### config.mk
export PLATFORM = sky130hd
export DESIGN_NAME = ex_muldiv_unit
export DESIGN_NICKNAME = d
export VERILOG_FILES = /design/src/rtl/ex_muldiv_unit.sv
export SDC_FILE = /design/constraint.sdc
export NUM_CORES = 1
export LEC_CHECK = 0
export CAP_MARGIN = 20
export CORE_AREA = 4 4 215 217
export DETAILED_ROUTE_END_ITERATION = 16
export DIE_AREA = 0 0 219 221
export DONT_BUFFER_PORTS = 1
export HOLD_SLACK_MARGIN = 0.05
export PLACE_DENSITY = 0.52
export SLEW_MARGIN = 10
export SYNTH_ARGS = -nofsm -noshare
export SYNTH_HDL_FRONTEND = slang
export SYNTH_SLANG_ARGS = --single-unit
### constraint.sdc
create_clock -name CLK -period 9.4 [get_ports CLK]
set_input_delay 2.82 -clock CLK [delete_from_list [all_inputs] [get_ports CLK]]
set_output_delay 2.82 -clock CLK [all_outputs]
set_load 0.02 [all_outputs]
### src/rtl/ex_muldiv_unit.sv
// Iterative RV32M multiply/divide unit for the EX stage.
// Radix-2 shift-add multiply and restoring divide on magnitudes, sign fixed up on the way out.
module ex_muldiv_unit #(
    parameter int XLEN = 32
) (
    input  logic            CLK,
    input  logic            RESET,
    input  logic            START,
    input  logic [2:0]      FUNC3,
    input  logic [XLEN-1:0] OP_A,
    input  logic [XLEN-1:0] OP_B,
    input  logic            FLUSH,
    input  logic            MEM_BUSYWAIT,
    output logic            BUSY,
    output logic            DONE,
    output logic [XLEN-1:0] RESULT
);
    localparam int CW = $clog2(XLEN);
    localparam logic [XLEN-1:0] MIN_NEG = {1'b1, {(XLEN-1){1'b0}}};

    typedef enum logic [1:0] {S_IDLE = 2'd0, S_CALC = 2'd1, S_DONE = 2'd2} state_t;

    state_t            state, state_nxt;
    logic [2:0]        func_q;
    logic [XLEN-1:0]   a_q, b_q;
    logic              neg_q;
    logic [CW-1:0]     count;
    logic [2*XLEN-1:0] acc, acc_nxt;

    logic              is_div, a_signed, b_signed, a_neg, b_neg, res_neg;
    logic              accept, div_zero, div_ovf, special, last_iter;
    logic [XLEN-1:0]   a_abs, b_abs, special_res, final_res;

    assign is_div   = FUNC3[2];
    assign a_signed = is_div ? ~FUNC3[0] : ~(FUNC3[1] & FUNC3[0]);
    assign b_signed = is_div ? ~FUNC3[0] : ~FUNC3[1];
    assign a_neg    = a_signed & OP_A[XLEN-1];
    assign b_neg    = b_signed & OP_B[XLEN-1];
    assign a_abs    = a_neg ? -OP_A : OP_A;
    assign b_abs    = b_neg ? -OP_B : OP_B;
    // Remainder takes the dividend's sign; everything else the XOR of both.
    assign res_neg  = (is_div & FUNC3[1]) ? a_neg : (a_neg ^ b_neg);

    assign accept   = (state == S_IDLE) & START & ~FLUSH;
    assign div_zero = is_div & (OP_B == '0);
    assign div_ovf  = is_div & ~FUNC3[0] & (OP_A == MIN_NEG) & (OP_B == '1);
    assign special  = div_zero | div_ovf;
    assign special_res = div_zero ? (FUNC3[1] ? OP_A : '1)
                                  : (FUNC3[1] ? '0 : MIN_NEG);
    assign last_iter = (count == CW'(XLEN-1));

    assign BUSY = accept | (state == S_CALC);
    assign DONE = (state == S_DONE);

    // One iteration: multiply keeps {partial product, remaining multiplier};
    // divide keeps {partial remainder, dividend bits shifting into quotient}.
    logic [XLEN:0]     mul_sum, rem_sh;
    logic [XLEN-1:0]   diff, quo_rem;
    logic [2*XLEN-1:0] prod;
    logic              ge;
    always_comb begin
        mul_sum = {1'b0, acc[2*XLEN-1:XLEN]} + (acc[0] ? {1'b0, a_q} : '0);
        rem_sh  = {acc[2*XLEN-1:XLEN], acc[XLEN-1]};
        ge      = rem_sh >= {1'b0, b_q};
        diff    = rem_sh[XLEN-1:0] - b_q;
        if (func_q[2])
            acc_nxt = ge ? {diff, acc[XLEN-2:0], 1'b1}
                         : {rem_sh[XLEN-1:0], acc[XLEN-2:0], 1'b0};
        else
            acc_nxt = {mul_sum, acc[XLEN-1:1]};
        prod    = neg_q ? -acc_nxt : acc_nxt;
        quo_rem = func_q[1] ? acc_nxt[2*XLEN-1:XLEN] : acc_nxt[XLEN-1:0];
        if (func_q[2])
            final_res = neg_q ? -quo_rem : quo_rem;
        else if (func_q[1:0] == 2'b00)
            final_res = prod[XLEN-1:0];
        else
            final_res = prod[2*XLEN-1:XLEN];
    end

    always_ff @(posedge CLK or posedge RESET) begin
        if (RESET) state <= S_IDLE;
        else       state <= state_nxt;
    end

    always_comb begin
        state_nxt = state;
        case (state)
            S_IDLE: if (accept) state_nxt = special ? S_DONE : S_CALC;
            S_CALC: begin
                if (FLUSH)          state_nxt = S_IDLE;
                else if (last_iter) state_nxt = S_DONE;
            end
            S_DONE: if (FLUSH || !MEM_BUSYWAIT) state_nxt = S_IDLE;
            default: state_nxt = S_IDLE;
        endcase
    end

    always_ff @(posedge CLK or posedge RESET) begin
        if (RESET) begin
            func_q <= '0;
            a_q    <= '0;
            b_q    <= '0;
            neg_q  <= 1'b0;
            count  <= '0;
            acc    <= '0;
            RESULT <= '0;
        end else if (accept) begin
            func_q <= FUNC3;
            a_q    <= a_abs;
            b_q    <= b_abs;
            neg_q  <= res_neg;
            count  <= '0;
            acc    <= {{XLEN{1'b0}}, (is_div ? a_abs : b_abs)};
            if (special) RESULT <= special_res;
        end else if (state == S_CALC && !FLUSH) begin
            acc   <= acc_nxt;
            count <= count + 1'b1;
            if (last_iter) RESULT <= final_res;
        end
    end
endmodule

==> metrics.log <==
INFO  metric initial_antenna_violation_count = 2
INFO  metric sort_of_element_at_the_end_of_the_critical_path = flop
INFO  metric critical_path.startpoint_type = flop
INFO  metric path_class = reg2reg
INFO  metric p_sw = 3.26 mW
INFO  metric placement.io_buffers = 0
INFO  metric layout_commonest_cell = sky130_fd_sc_hd__nand2_1
INFO  metric die-area = ~48000 sq um
INFO  metric placeableCoreArea = 44100 sq um
INFO  metric postRouteWirelength = 83.5 mm
INFO  metric layout-drive-gt1-share = 6.25%
INFO  metric clock_insertion_delay_worst_skew = 520 ps
INFO  metric syn_area_per_cell = roughly 7.4 sq um
INFO  metric syn-cell-area = 17600 sq um
INFO  metric drt_first_pass_iters = 6
INFO  metric synth-edff-count = 0
INFO  metric synth_seq_cells = 171
INFO  metric hpwl = approximately 65 mm
INFO  metric netlist_instances = 2361
INFO  metric clock_power_share = 12.9%
INFO  metric rsz0062_at_grt = no
INFO  metric final_period_minus_worst_setup_slack = 6960 ps
INFO  metric final_net_count = 2419
INFO  metric drt_iter0_drc = ~2500
INFO  metric postCtsSetupRepairBufs = 0
INFO  metric final-seq-area = ~4300 sq um
INFO  metric cts_hold_buf = 0
INFO  metric postSynth.asyncResetShare = between 90% and 100%
INFO  metric drc_errors = 0
INFO  metric vias = between 15000 and 20000
INFO  metric cp_data_required_time = 9790 ps
INFO  metric htree_levels = 4
INFO  metric skew = 15.2 ps
INFO  metric yosys_warnings = 0
INFO  metric timing.hold.worst.class = reg2reg
INFO  metric ant_nets = 0
INFO  metric global_route_usage_sum = 33.8%
INFO  metric n_antenna_cell = 0
INFO  metric routabilityCongestion = 0.993
INFO  metric detail_route.wl_per_cell = 29.0 um
INFO  metric vdd_ir_drop_max = 122 uV
INFO  metric cellInternalPower = roughly 2.6 mW
INFO  metric seq_power_share = between 10% and 20%
INFO  metric globalRouteOverflowTotal = 0
INFO  metric fmaxAchievable = ~140 MHz
INFO  metric finalSetupViolCount = 0
INFO  metric total_area_of_multi_input_combinational_cells = approximately 13000 sq um
INFO  metric timing.max_slew.rel_slack = 19.1%
INFO  metric grt_max_degree = 105
INFO  metric initial_core_utilization = 39.8%
INFO  metric ys_seq_area_share = 24.4%
INFO  metric placementRows = 77
INFO  metric powerDensity = about 310 nW/um^2
INFO  metric max_cap_viol_count = 0
INFO  metric cts-resized-gates = 0
INFO  metric grt_pass1_vias = between 15000 and 20000
INFO  metric area.growth.synth_to_final = 6.25%
INFO  metric critical_path.max_fanout = 23
INFO  metric num-fill-cells = 4684
INFO  metric worst-slew-pin-transition = 1200 ps
INFO  metric post_synthesis_cell_type_count = 90
INFO  metric die-width = roughly 220 um
INFO  metric leakage = 7.65 nW
INFO  metric wp_data_arrival = between 7000 and 8000 ps
INFO  metric comb_power_share = between 60 and 70%
INFO  metric most_frequent_cells_in_the_layout = 312 x sky130_fd_sc_hd__nand2_1, 254 x sky130_fd_sc_hd__o21ai_0, 175 x sky130_fd_sc_hd__nor2_1
INFO  metric vias_per_cell = 6.56
INFO  metric post-route-period-util = 74.1%
INFO  metric cts_tree = done
INFO  metric ioPinCount = 106
INFO  metric final_critical_path_setup_slack = 2440 ps
INFO  metric synthesis.nets = between 2000 and 3000
INFO  metric outcome = completed
INFO  metric ys_dominant_reg_cell = sky130_fd_sc_hd__dfrtp_1
INFO  metric die_y_extent = 221 um
INFO  metric clock_tree.buffer_depth = 2
INFO  metric cts_inserted_buffers = 17
INFO  metric dp_worst_setup_slack = 2710 ps
INFO  metric cts.reportedPaths.clkPinSlew = 80 ps
INFO  metric cts.root.buffer_cell = sky130_fd_sc_hd__clkbuf_16
INFO  metric clock_sink_count = 171
INFO  metric fin_setup_tns = 0 ps
INFO  metric grt_first_pass_wirelength = 122 mm
INFO  metric report.final.slew_viol_count = 0
INFO  metric hold_viol_final = 0
INFO  metric switching_share = 56.1%
[cells in the mapped netlist, types with 11 or more instances]
cell	number	area (sq um)
sky130_fd_sc_hd__a22o_1	16	140
sky130_fd_sc_hd__a21o_1	26	195
sky130_fd_sc_hd__and3_1	27	169
sky130_fd_sc_hd__and4_1	14	123
sky130_fd_sc_hd__nor4_1	27	169
sky130_fd_sc_hd__inv_1	66	248
sky130_fd_sc_hd__nand4_1	41	257
sky130_fd_sc_hd__nand2b_1	26	163
sky130_fd_sc_hd__nand3_1	44	220
sky130_fd_sc_hd__o21ai_0	254	1270
sky130_fd_sc_hd__nor3b_1	15	113
sky130_fd_sc_hd__o41ai_1	15	131
sky130_fd_sc_hd__o211ai_1	37	278
sky130_fd_sc_hd__ha_1	71	888
sky130_fd_sc_hd__or4_1	11	82.6
sky130_fd_sc_hd__mux2i_1	48	480
sky130_fd_sc_hd__o31ai_1	36	270
sky130_fd_sc_hd__o21a_1	17	128
sky130_fd_sc_hd__or3_1	23	144
sky130_fd_sc_hd__xor2_1	78	683
sky130_fd_sc_hd__a21oi_1	164	821
sky130_fd_sc_hd__nor3_1	73	365
sky130_fd_sc_hd__dfrtp_1	171	4280
sky130_fd_sc_hd__a31oi_1	26	163
sky130_fd_sc_hd__clkbuf_1	119	447
sky130_fd_sc_hd__a21boi_0	13	97.6
sky130_fd_sc_hd__or2_2	17	106
sky130_fd_sc_hd__mux2_2	20	225
sky130_fd_sc_hd__a211oi_1	26	195
sky130_fd_sc_hd__nand2_1	313	1170
sky130_fd_sc_hd__a22oi_1	13	97.6
sky130_fd_sc_hd__buf_1	16	60.1
sky130_fd_sc_hd__nor2b_1	20	125
sky130_fd_sc_hd__nor2_1	177	664
sky130_fd_sc_hd__xnor2_1	81	709
sky130_fd_sc_hd__and2_1	45	282
[critical path: stages (launching register included)]
cell and delay, ps:
sky130_fd_sc_hd__dfrtp_1 440, sky130_fd_sc_hd__ha_1 420, sky130_fd_sc_hd__a21oi_1 340, sky130_fd_sc_hd__o21ai_1 200
sky130_fd_sc_hd__o2111a_1 370, sky130_fd_sc_hd__o31ai_2 200, sky130_fd_sc_hd__buf_4 360, sky130_fd_sc_hd__nand3_1 850
sky130_fd_sc_hd__or3_1 640, sky130_fd_sc_hd__o211a_1 270, sky130_fd_sc_hd__o41ai_1 920, sky130_fd_sc_hd__nand4b_1 520
sky130_fd_sc_hd__o41ai_1 690, sky130_fd_sc_hd__xnor2_1 180, sky130_fd_sc_hd__nor2_1 50, sky130_fd_sc_hd__or3_1 350
[power groups by stage]
stage / Clock (mW) / Sequential, mW / Combinational, mW
floorplan: 0 / 1.03 / 2.63
global placement: 0 / 1.14 / 3.83
detailed placement: 0 / 1.15 / 3.80
CTS: 0.755 / 1.14 / 3.82
global route: 0.780 / 1.16 / 4.19
finish: 0.747 / 1.14 / 3.93
[stage by stage]
stage	area, sq um	utilization, %	power, mW	cells	hold WS [ps]
floorplan	17600	-	3.66	2361	442
global placement	18100	40.9	4.97	2845	456
detailed placement	18100	40.9	4.95	2845	463
CTS	18600	42.2	5.71	2877	480
global route	18700	42.3	6.13	2879	494
finish	18700	42.3	5.81	2879	475
[layout make-up]
class	instances	share of cell area, %
clock inverter	15	0.798
clock buffer	17	2.28
timing repair buffer	38	1.56
inverter	67	1.39
tap	592	3.97
sequential	171	23.0
multi-input combinational	1979	67.0
[cells by family after synthesis]
logic type      share of synthesized area (%)
simple gates                             24.8
xor+xnor                                 7.93
flops                                    24.4
compound gates                           29.0
fa+ha+maj                                5.29
mux                                      4.02
buf+inv                                  4.61
[metal layers]
metal	global-route usage, %	vias to the layer above	share of wire (%)	wire [um]
li1	-	8529	-	-
met1	48.5	9156	43	36100
met2	49.5	1040	43	35900
met3	7.22	157	9.2	7700
met4	13.4	2	4.4	3710
met5	0	-	0.040	33
[state kept, by name, indices dropped and copies added, names as in the netlist]
signal and flops:
RESULT 32, a_q 32, acc 64, b_q 32
count 5, func_q 3, neg_q 1, state 2
[worst paths after layout]
kind                       slack [ps]  cells after the start                 from                      to
min in group asynchronous        2290                      1                RESET    count[3]$_DFFE_PP0P_
hold reg to reg                   470                      2   a_q[4]$_DFFE_PP0P_      a_q[4]$_DFFE_PP0P_
max in group asynchronous        5610                      2                RESET     acc[27]$_DFFE_PP0P_
setup reg to reg                 2440                     15  acc[41]$_DFFE_PP0P_  RESULT[28]$_DFFE_PP0P_
hold / removal                    470                      2   a_q[4]$_DFFE_PP0P_      a_q[4]$_DFFE_PP0P_
setup / recovery                 2440                     15  acc[41]$_DFFE_PP0P_  RESULT[28]$_DFFE_PP0P_
Power figures use the tool's default switching activity.
